`src/rtl/bd_tag_pkg.sv`:
```
// Shared definitions for the BD tag splitter/merger pair: field widths, the
// tag-input leaf code and the packed routed-tag word.
package bd_tag_pkg;

    localparam int NBDPAYLOAD  = 34;
    localparam int NLEAF       = 5;
    localparam int NGLOBAL     = 8;
    localparam int NTAG        = 11;
    localparam int NCT         = 9;
    localparam int TAG_IN_CODE = 7;
    localparam int NCNT        = 16;

    typedef struct packed {
        logic [NGLOBAL-1:0] global_tag;
        logic [NTAG-1:0]    tag;
        logic [NCT-1:0]     ct;
    } tag_word_t;

    typedef enum logic [0:0] {
        GRANT_LOCAL  = 1'b0,
        GRANT_GLOBAL = 1'b1
    } grant_e;

endpackage : bd_tag_pkg

```
`src/rtl/bd_tag_fifo2.sv`:
```
// Two-entry valid/ack FIFO with registered head; accepts a push while holding
// one entry even if that entry pops in the same cycle.
module bd_tag_fifo2 #(
    parameter int W = 8
) (
    input  logic         clk,
    input  logic         rst_n,
    input  logic         srst,
    input  logic         in_v,
    input  logic [W-1:0] in_data,
    output logic         in_a,
    output logic         out_v,
    output logic [W-1:0] out_data,
    input  logic         out_a
);

    logic [W-1:0] head_r, tail_r, head_n_s, tail_n_s;
    logic [1:0]   count_r, count_n_s;
    logic         valid_r;
    logic         push_s, pop_s;

    assign in_a     = (count_r != 2'd2);
    assign out_v    = valid_r;
    assign out_data = head_r;
    assign push_s   = in_v & in_a;
    assign pop_s    = valid_r & out_a;

    // Next head/tail/occupancy; the head always holds the oldest entry.
    always_comb begin
        head_n_s  = head_r;
        tail_n_s  = tail_r;
        count_n_s = count_r;
        case (count_r)
            2'd0: begin
                if (push_s) begin
                    head_n_s  = in_data;
                    count_n_s = 2'd1;
                end else begin
                    count_n_s = 2'd0;
                end
            end
            2'd1: begin
                if (push_s && pop_s) begin
                    head_n_s = in_data;
                end else if (push_s) begin
                    tail_n_s  = in_data;
                    count_n_s = 2'd2;
                end else if (pop_s) begin
                    count_n_s = 2'd0;
                end else begin
                    count_n_s = 2'd1;
                end
            end
            2'd2: begin
                if (pop_s) begin
                    head_n_s  = tail_r;
                    count_n_s = 2'd1;
                end else begin
                    count_n_s = 2'd2;
                end
            end
            default: begin
                count_n_s = 2'd0;
            end
        endcase
    end

    // Storage and occupancy registers.
    always_ff @(posedge clk or negedge rst_n) begin
        if (!rst_n) begin
            head_r  <= '0;
            tail_r  <= '0;
            count_r <= 2'd0;
            valid_r <= 1'b0;
        end else if (srst) begin
            head_r  <= '0;
            tail_r  <= '0;
            count_r <= 2'd0;
            valid_r <= 1'b0;
        end else begin
            head_r  <= head_n_s;
            tail_r  <= tail_n_s;
            count_r <= count_n_s;
            valid_r <= (count_n_s != 2'd0);
        end
    end

endmodule : bd_tag_fifo2

```
`src/rtl/bd_tag_merge.sv`:
```
// Merges local (host) tags and routed global tags into leaf-coded BD input
// words with round-robin arbitration, ct==0 discard and saturating statistics.
import bd_tag_pkg::*;

module bd_tag_merge #(
    parameter int NBDpayload  = NBDPAYLOAD,
    parameter int Nleaf       = NLEAF,
    parameter int Nglobal     = NGLOBAL,
    parameter int Ntag        = NTAG,
    parameter int Nct         = NCT,
    parameter int TAG_IN_code = TAG_IN_CODE,
    parameter int Ncnt        = NCNT
) (
    input  logic                  clk,
    input  logic                  reset,
    input  logic                  tag_in_v,
    input  logic [Ntag-1:0]       tag_in_tag,
    input  logic [Nct-1:0]        tag_in_ct,
    output logic                  tag_in_a,
    input  logic                  gtag_in_v,
    input  logic [Nglobal-1:0]    gtag_in_global_tag,
    input  logic [Ntag-1:0]       gtag_in_tag,
    input  logic [Nct-1:0]        gtag_in_ct,
    output logic                  gtag_in_a,
    output logic                  BD_out_v,
    output logic [Nleaf-1:0]      BD_out_leaf_code,
    output logic [NBDpayload-1:0] BD_out_payload,
    input  logic                  BD_out_a,
    input  logic                  conf_en_local,
    input  logic                  conf_en_global,
    output logic [Ncnt-1:0]       stat_sent_local,
    output logic [Ncnt-1:0]       stat_sent_global,
    output logic [Ncnt-1:0]       stat_drop
);

    localparam int                 PADW   = NBDpayload - Ntag - Nct;
    localparam logic [Nleaf-1:0]   LEAF_C = Nleaf'(TAG_IN_code);

    grant_e                         last_grant_r;
    logic                           elig_l_s, elig_g_s, grant_l_s, grant_g_s;
    logic                           zero_l_s, zero_g_s, can_accept_s;
    logic                           push_v_s, unused_global_s;
    logic [NBDpayload-1:0]          push_payload_s;
    logic [Nleaf+NBDpayload-1:0]    fifo_out_s;
    logic [Ncnt-1:0]                sent_l_r, sent_g_r, drop_r;

    // The route field is consumed by the fabric; it never enters the BD word.
    assign unused_global_s = ^gtag_in_global_tag;

    assign elig_l_s  = tag_in_v & conf_en_local;
    assign elig_g_s  = gtag_in_v & conf_en_global;
    assign zero_l_s  = (tag_in_ct == '0);
    assign zero_g_s  = (gtag_in_ct == '0);

    // Round-robin grant: on a tie the source that did not win last goes first.
    always_comb begin
        grant_l_s = 1'b0;
        if (elig_l_s && (!elig_g_s || (last_grant_r == GRANT_GLOBAL))) begin
            grant_l_s = 1'b1;
        end else begin
            grant_l_s = 1'b0;
        end
        grant_g_s = elig_g_s & ~grant_l_s;
    end

    // Discards need no FIFO space, so a ct==0 tag is acked even when full.
    assign tag_in_a  = reset & grant_l_s & (can_accept_s | zero_l_s);
    assign gtag_in_a = reset & grant_g_s & (can_accept_s | zero_g_s);
    assign push_v_s  = (tag_in_a & ~zero_l_s) | (gtag_in_a & ~zero_g_s);
    assign push_payload_s = grant_l_s ? {{PADW{1'b0}}, tag_in_tag, tag_in_ct}
                                      : {{PADW{1'b0}}, gtag_in_tag, gtag_in_ct};

    bd_tag_fifo2 #(
        .W(Nleaf + NBDpayload)
    ) u_fifo (
        .clk      (clk),
        .rst_n    (reset),
        .srst     (1'b0),
        .in_v     (push_v_s),
        .in_data  ({LEAF_C, push_payload_s}),
        .in_a     (can_accept_s),
        .out_v    (BD_out_v),
        .out_data (fifo_out_s),
        .out_a    (BD_out_a)
    );

    assign BD_out_leaf_code = fifo_out_s[Nleaf+NBDpayload-1:NBDpayload];
    assign BD_out_payload   = fifo_out_s[NBDpayload-1:0];

    // Arbitration history and saturating statistics.
    always_ff @(posedge clk or negedge reset) begin
        if (!reset) begin
            last_grant_r <= GRANT_GLOBAL;
            sent_l_r     <= '0;
            sent_g_r     <= '0;
            drop_r       <= '0;
        end else begin
            if (tag_in_a) begin
                last_grant_r <= GRANT_LOCAL;
            end else if (gtag_in_a) begin
                last_grant_r <= GRANT_GLOBAL;
            end else begin
                last_grant_r <= last_grant_r;
            end
            if ((tag_in_a & ~zero_l_s) && (sent_l_r != '1)) begin
                sent_l_r <= sent_l_r + 1'b1;
            end
            if ((gtag_in_a & ~zero_g_s) && (sent_g_r != '1)) begin
                sent_g_r <= sent_g_r + 1'b1;
            end
            if (((tag_in_a & zero_l_s) | (gtag_in_a & zero_g_s)) && (drop_r != '1)) begin
                drop_r <= drop_r + 1'b1;
            end
        end
    end

    assign stat_sent_local  = sent_l_r;
    assign stat_sent_global = sent_g_r;
    assign stat_drop        = drop_r;

endmodule : bd_tag_merge
```
`config.mk`:
```
export PLATFORM = sky130hd
export DESIGN_NAME = bd_tag_merge
export DESIGN_NICKNAME = d
export VERILOG_FILES = /design/src/rtl/bd_tag_pkg.sv /design/src/rtl/bd_tag_fifo2.sv /design/src/rtl/bd_tag_merge.sv
export SDC_FILE = /design/constraint.sdc
export NUM_CORES = 1
export LEC_CHECK = 0
export ABC_AREA = 1
export CAP_MARGIN = 20
export CORE_MARGIN = 1
export CORE_UTILIZATION = 45
export CTS_CLUSTER_DIAMETER = 80
export DETAILED_ROUTE_END_ITERATION = 8
export PLACE_DENSITY_LB_ADDON = 0.25
export SETUP_SLACK_MARGIN = 0.2
export SYNTH_ARGS = -nofsm -noshare
export SYNTH_HDL_FRONTEND = slang
export SYNTH_SLANG_ARGS = --single-unit
```
`constraint.sdc`:
```
create_clock -name clk -period 1.8 [get_ports clk]
set_clock_uncertainty 0.15 [all_clocks]
set_input_delay 0.54 -clock clk [delete_from_list [all_inputs] [get_ports clk]]
set_output_delay 0.54 -clock clk [all_outputs]
set_load 0.03 [all_outputs]
```
## Yosys cells after proc, flatten, opt, wreduce, memory -nomap -nowiden

Cells that the tools add are included.

| operators by class | value |
|---|---|
| add/sub/neg operators | 3 |
| equal/unequal tests | 9 |
| mux-type cells | 14 |
| bitwise gates (word level) | 21 |
| reductions and logical operators | 15 |

Operators with widths:

| operator | number |
|---|---|
| $mux W39 | 3 |
| $pmux W39 S3 | 1 |
| $add A16 B1 Y16 const B | 3 |
| $ne A16 B16 Y1 const B | 3 |
| $mux W20 | 1 |
| $logic_not A9 Y1 | 2 |
| $and A1 B1 Y1 | 13 |
| $mux W2 | 3 |
| $ne A2 B1 Y1 const B | 3 |
| $pmux W2 S3 | 1 |
| $logic_and A1 B1 Y1 | 5 |
| $mux W1 | 5 |
| $not A1 Y1 | 4 |
| $or A1 B1 Y1 | 4 |
| $reduce_and A4 Y1 | 1 |
| $reduce_bool A2 Y1 | 2 |
| $reduce_and A3 Y1 | 1 |
| $reduce_bool A3 Y1 | 1 |
| $eq A2 B1 Y1 const B | 1 |
| $eq A2 B2 Y1 const B | 1 |
| $logic_not A2 Y1 | 1 |
| $ne A2 B2 Y1 const B | 1 |
| $logic_not A1 Y1 | 1 |
| $logic_or A1 B1 Y1 | 1 |

| word-level totals | value |
|---|---|
| register bits after elaboration | 126 |
| input port bits | 55 |
| word-level logic and storage cells | 70 |

## Longest topological paths before layout

Gate-level depths: netlist (run 1).

| logic depth | value |
|---|---|
| depth in word-level cells | 16 |
| gate-level depth with buffers | 13 |
| gate-level depth less buffers | 11 |

## Hierarchy

From an unflattened synthesis (run 1), not the netlist that was laid out.

| second synthesis, totals | value |
|---|---|
| cells, all modules | 1002 |
| area total of the unflattened synthesis | 7300.8 µm² |

By module, submodules not included:

| module | instances | cells an instance | area an instance (µm²) |
|---|---|---|---|
| bd_tag_fifo2 | 1 | 496 | 3846.2 |
| bd_tag_merge | 1 | 506 | 3454.6 |

## Worst setup path before layout (run 1)

No wires, ideal clock.

| timing | value |
|---|---|
| path type | input-to-output |
| start | input port tag_in_v |
| end | output port gtag_in_a |
| arrival time | 1.555 ns |
| data required time | 1.110 ns |
| slack | -0.445 ns |
| cell stages on the path | 5 |
| buffers on the path | 0 |
| cell sequence | nand2_1 > inv_2 > nand2_2 > nand2_1 > o21ai_0 |

| between the ends | value |
|---|---|
| longest elaborated chain between the ends | 7 |

RTL lines:

| item | line | source |
|---|---|---|
| from (decl) | bd_tag_merge.sv:16 | `input logic tag_in_v,` |
| $and A1 B1 Y1 | bd_tag_merge.sv:50 | `assign elig_l_s = tag_in_v & conf_en_local;` |
| $logic_and A1 B1 Y1 | bd_tag_merge.sv:58 | `if (elig_l_s && (!elig_g_s \|\| (last_grant_r == GRANT_GLOBAL))) begin` |
| $mux W1 | bd_tag_merge.sv:58 |  |
| $not A1 Y1 | bd_tag_merge.sv:63 | `grant_g_s = elig_g_s & ~grant_l_s;` |
| $and A1 B1 Y1 | bd_tag_merge.sv:63 |  |
| $and A1 B1 Y1 (2 in series) | bd_tag_merge.sv:68 | `assign gtag_in_a = reset & grant_g_s & (can_accept_s \| zero_g_s);` |
| to (decl) | bd_tag_merge.sv:24 | `output logic gtag_in_a,` |

Every way passes these cells.

## Worst setup path in the final report (run 1)

| timing | value |
|---|---|
| start | register last_grant_r |
| end | output port tag_in_a |

| between the ends | value |
|---|---|
| longest elaborated chain between the ends | 5 |

RTL lines:

| item | line | source |
|---|---|---|
| from (decl) | bd_tag_merge.sv:39 | `grant_e last_grant_r;` |
| from (signal assigned) | bd_tag_merge.sv:103 | `last_grant_r <= last_grant_r;` |
| $logic_or A1 B1 Y1 | bd_tag_merge.sv:58 |  |
| $logic_and A1 B1 Y1 | bd_tag_merge.sv:58 |  |
| $mux W1 | bd_tag_merge.sv:58 |  |
| $and A1 B1 Y1 (2 in series) | bd_tag_merge.sv:67 | `assign tag_in_a = reset & grant_l_s & (can_accept_s \| zero_l_s);` |
| to (decl) | bd_tag_merge.sv:19 | `output logic tag_in_a,` |

Every way passes these cells.

==> metrics.txt, run 1 <==
status=finished with violations; failing checks=setup timing; final setup violation count=92; final hold slack=224 ps; # diodes=0; FF-to-FF path depth=12; FMAX=447 MHz; Post-synth ARST share=1.00; Die ar.=12900 um2; TritonCTS Buffers=9; CP max stage delay=540 ps; antenna violations before repair=0; Detailed Route WL=18300 um; num rows=40; Mean Syn Cell Area=7.38 um2; initial drt markers=446; Worst slew margin=0.471; clock period minus worst slack=2240 ps; chip width=114 um; port bufs=120; GRT Overall Usage=0.276; total power after layout=11700 uW; pwr/cell area=1230 nW/um2; Via Count=6179; gr ovfl total=0; clock-pin slew on the worst setup and hold paths=70 ps; Die Ht=114 um; Synth Flop Type=dfrtp_1; first-pass GRT wire length=28200 um; First-pass DRT Iterations=5; Mapped Cells=762; Layout area overhead=69.7%; worst path cell trace=inv_2, nand3_4, nand3_4, inv_4, nand2_4, nand2_4, buf_6; Core ar.=12100 um2; share of cells above drive strength 1=0.436; # nets final=1086; Worst setup EP type=output port; RePlAce Congestion=0.935; detailed placement HPWL=11200 um; met1 Usage GRT=0.349; fin. max-slew vios=0; flops & latches, synth=94; met2 Use GR=0.470; CTS Buffer Depth=2; number of synthesized flops with an enable pin=0; WP data required=1110 ps; synthesis warning total=0; CP max-delay cell=dfstp_2; setup_tns=-25690 ps; commonest non-fill, non-tap cell in the layout=nand2_1; Max Cap Viol=0; met3 Usage GRT=0.0383; starting density of the core=0.464; Detail Route Antenna Nets=0; CTS tree=built; crit-path max FO=5; worst IR drop on VDD=0.000640 V; Least-Margin Pin Slew=793 ps; final worst-path setup slack=-436 ps; crit path launch type=flop; DR WL/cell=15.2 um; Yosys cell types=34; clock latency on the worst-skew pair=350 ps; Seq/Total Area, Yosys=0.419; pin count of the biggest net entering global routing=62; vias in the first global route=5915; Cell Area, Synth=5620 um2; RSZ-0062 raised after global routing=yes; Setup WS pre-CTS=-704 ps; Filler cells=812; leading cell types in the layout, fill and taps excluded=nand2_1, buf_4, buf_6, nand3_1, dfrtp_1; DR vias/cell=5.14; Clock Sink Count=94; Hold Fails Final Rpt=0; H-Tree Depth=3; Leakage=0.00468 uW; # DRC=0; Clock Root Buffer=clkbuf_16; GR peak layer=met2; critical path arrival=1550 ps; HP Class=input pin to asynchronous set/reset pin; # IOs=145; final period utilization=1.24; Setup CP Type=flop to output port
[layer usage]
metal	wire length [um]	part of all wire	vias to the layer above
met5	0	0	-
met4	464	0.025	0
met3	915	0.050	46
met2	9380	0.51	253
met1	7540	0.41	2954
li1	-	-	2926
[stage by stage]
stage / util / cell area [um2] / cells
floorplan: - / 6020 / 777
global placement: 0.640 / 7750 / 1101
detailed placement: 0.640 / 7750 / 1101
CTS: 0.745 / 9020 / 1170
global route: 0.788 / 9540 / 1201
finish: 0.788 / 9540 / 1201
[power by group]
part | switching (uW) | internal, uW | total, uW | leakage, uW
logic | 3270 | 2840 | 6110 | 0.00338
clock network | 832 | 1250 | 2090 | 0.000157
registers | 680 | 2840 | 3520 | 0.00114
[cells in the mapped netlist, types with 4 or more instances]
| master | n | area [um2] |
|---|---|---|
| o21ai_2 | 15 | 131 |
| buf_2 | 9 | 45.0 |
| o21ai_1 | 13 | 65.1 |
| nand3_2 | 5 | 50.1 |
| nor3_2 | 4 | 40.0 |
| inv_1 | 72 | 270 |
| clkbuf_1 | 7 | 26.3 |
| nand3_1 | 86 | 430 |
| nand2_2 | 9 | 56.3 |
| nor2_1 | 39 | 146 |
| buf_4 | 22 | 165 |
| o21ai_0 | 24 | 120 |
| dfrtp_1 | 93 | 2330 |
| nand2_1 | 277 | 1040 |
| xnor2_1 | 8 | 70.1 |
| nor3_1 | 14 | 70.1 |
| xor2_1 | 24 | 210 |
| nand4_1 | 10 | 62.6 |
| buf_6 | 5 | 56.3 |
[cell type report]
| class | instances | area, um2 | area share |
|---|---|---|---|
| Clock buffer | 12 | 246 | 0.0258 |
| Tap cell | 168 | 210 | 0.0220 |
| Clock inverter | 4 | 70.1 | 0.00735 |
| Inverter | 77 | 323 | 0.0338 |
| Sequential cell | 94 | 2390 | 0.250 |
| Multi-Input combinational cell | 566 | 3440 | 0.360 |
| Timing Repair Buffer | 280 | 2870 | 0.300 |
[timing repair]
action                                 in CTS  in global routing
gates resized for setup                   455                 86
setup endpoints to repair                 168                164
endpoints found under the hold margin       3                  0
hold buffers                                2                  0
pin swaps                                  34                 36
setup buffers                              42                 30
gates cloned                                9                  1
[sequential cells by signal, summed over array words and instances, names as in the netlist]
register	count
u_fifo.out_data	21
u_fifo.count_r	2
u_fifo.tail_r	21
stat_sent_local	16
u_fifo.out_v	1
stat_sent_global	16
stat_drop	16
last_grant_r	1
[critical path: cells and delay by family (launching register included)]
| family | cells | cell delay [ps] |
|---|---|---|
| buffers and inverters | 3 | 270 |
| and+or+nand+nor | 4 | 370 |
| DFF | 1 | 540 |
[cells by family after synthesis]
logic type      Yosys count  synth area share
simple gates            457             0.361
buf+inv                 120             0.104
flops                    94             0.419
compound gates           55            0.0594
xor+xnor                 32            0.0499
fa+ha+maj                 3           0.00668
other cells               1          0.000667
[final timing paths]
| check | end | start | slack, ps |
|---|---|---|---|
| max in group asynchronous | stat_drop[2]$_DFFE_PN0P_ | reset | 530 |
| worst max-delay path | tag_in_a | last_grant_r$_DFFE_PN1P_ | -440 |
| worst min register to register | u_fifo.tail_r[34]$_DFFE_PN0P_ | u_fifo.tail_r[34]$_DFFE_PN0P_ | 330 |
| worst max register to register | u_fifo.tail_r[8]$_DFFE_PN0P_ | last_grant_r$_DFFE_PN1P_ | -380 |
| min in group clk | u_fifo.tail_r[34]$_DFFE_PN0P_ | u_fifo.tail_r[34]$_DFFE_PN0P_ | 330 |
| worst min-delay path | stat_sent_global[10]$_DFFE_PN0P_ | reset | 220 |
No activity file was read; power rests on OpenSTA's default activity.
==> run 2: changes to the inputs <==
--- a/config.mk
+++ b/config.mk
@@ -11,6 +11,7 @@
 export CORE_UTILIZATION = 45
 export CTS_CLUSTER_DIAMETER = 80
 export DETAILED_ROUTE_END_ITERATION = 8
+export MAX_ROUTING_LAYER = met4
 export PLACE_DENSITY_LB_ADDON = 0.25
 export SETUP_SLACK_MARGIN = 0.2
 export SYNTH_ARGS = -nofsm -noshare
==> metrics.txt, run 2 (synthesis gave the netlist of run 1 again) <==
status=finished with violations; failing checks=setup timing; Logic pwr share=0.547; RePlAce Congestion=0.938; final period utilization=1.25; Detailed Route WL=21000 um; Die ar.=12900 um2; clock period minus worst slack=2250 ps; chip width=114 um; crit path launch type=flop; pwr/cell area=1220 nW/um2; final worst-path setup slack=-450 ps; Worst slew margin=0.643; Core ar.=12100 um2; register share of total power=0.293; CTS tree=built; Detail Route Antenna Nets=0; Clock Root Buffer=clkbuf_16; clock share of power=0.160; share of cells above drive strength 1=0.489; critical path arrival=1560 ps; P_sw=5170 uW; # DRC=0; clock latency on the worst-skew pair=360 ps; leading cell types in the layout, fill and taps excluded=nand2_1, buf_4, buf_6, nand2_2, nand3_1; WP data required=1110 ps; GRT Overall Usage=0.305; CTS Buffer Depth=2; clock-pin slew on the worst setup and hold paths=80 ps; FMAX=444 MHz; commonest non-fill, non-tap cell in the layout=nand2_1; # IOs=145; crit-path max FO=4; Cell Int Power=6960 uW; Final Cell Area=9910 um2; antenna violations before repair=0; port bufs=120; RSZ-0062 raised after global routing=yes; initial drt markers=485; Hold Fails Final Rpt=0; DR WL/cell=17.2 um; first-pass GRT wire length=30000 um; final core occ=0.819; Leakage=0.00483 uW; Setup CP Type=flop to output port; fin. max-slew vios=0; vias in the first global route=6276; Least-Margin Pin Slew=536 ps; Layout area overhead=76.4%; CP max stage delay=540 ps; pin count of the biggest net entering global routing=54; TritonCTS Buffers=9; detailed placement HPWL=11300 um; DR vias/cell=5.37; CP max-delay cell=dfstp_2; Setup WS pre-CTS=-704 ps; Max Cap Viol=0; Worst setup EP type=output port; # diodes=0; num rows=40; gr ovfl total=0; H-Tree Depth=3; starting density of the core=0.464; Die Ht=114 um; First-pass DRT Iterations=5; Area after DPL=7750 um2; Via Count=6540; FF-to-FF path depth=13; Clock Sink Count=94; HP Class=input pin to asynchronous set/reset pin; final setup violation count=93; worst IR drop on VDD=0.000637 V; switching part of the total power=0.426; # nets final=1104; worst path cell trace=inv_2, nand3_4, nand3_4, inv_4, nand2_4, nand2_4, buf_6
[run 2: what timing repair did]
action / 4_1_cts / 5_1_grt
gates cloned: 10 / 0
resized for setup: 521 / 99
hold endpoints to repair: 4 / 0
setup buffers: 57 / 34
pin swaps: 44 / 46
setup endpoints to repair: 168 / 165
hold buffers: 2 / 0
[run 2: worst paths after layout]
kind,start,slack (ps),to
max,last_grant_r$_DFFE_PN1P_,-450,tag_in_a
min,reset,180,stat_sent_global[13]$_DFFE_PN0P_
max reg2reg,last_grant_r$_DFFE_PN1P_,-300,stat_sent_local[3]$_DFFE_PN0P_
min reg2reg,u_fifo.tail_r[34]$_DFFE_PN0P_,320,u_fifo.tail_r[34]$_DFFE_PN0P_
max in group asynchronous,reset,630,stat_drop[6]$_DFFE_PN0P_
min in group clk,u_fifo.tail_r[34]$_DFFE_PN0P_,320,u_fifo.tail_r[34]$_DFFE_PN0P_
[run 2: worst max-delay path: cells and delay by family, from the launching register on]
| kind | cells | cell delay [ps] |
|---|---|---|
| buffers and inverters | 3 | 280 |
| DFF | 1 | 540 |
| and+or+nand+nor | 4 | 380 |
[run 2: power groups by stage]
stage          logic (uW)  clock network, uW  registers [uW]
2_1_floorplan        2020                  0            4240
3_3_place_gp         4820                  0            3390
3_5_place_dp         4910                  0            3430
4_1_cts              5830               1950            3480
5_1_grt              7020               2030            3620
6_report             6630               1940            3560
[run 2: area by class of cell]
cell class	count	area (um2)
clock buffers	9	225
clock inverters	7	65.1
fillers	681	2200
multi-input cells	566	3630
flip-flops and latches	94	2390
repair buffers	298	3070
well taps	168	210
inverters	77	323
[run 2: layer usage]
| layer | GRT usage | up-vias | part of all wire |
|---|---|---|---|
| met5 | - | - | 0 |
| met3 | 0.0484 | 88 | 0.060 |
| met1 | 0.362 | 3155 | 0.38 |
| met4 | 0.126 | 0 | 0.039 |
| met2 | 0.516 | 344 | 0.52 |
| li1 | - | 2953 | - |
[run 2: through the flow]
stage               cells  setup TNS (ps)  total power, uW  hold WS (ps)
global placement     1100          -52690             8210           289
finish               1219          -19900            12100           184
CTS                  1185           -9770            11300           206
floorplan             777            -789             6260          94.4
global route         1219          -26230            12700           231
detailed placement   1100          -57060             8340           295
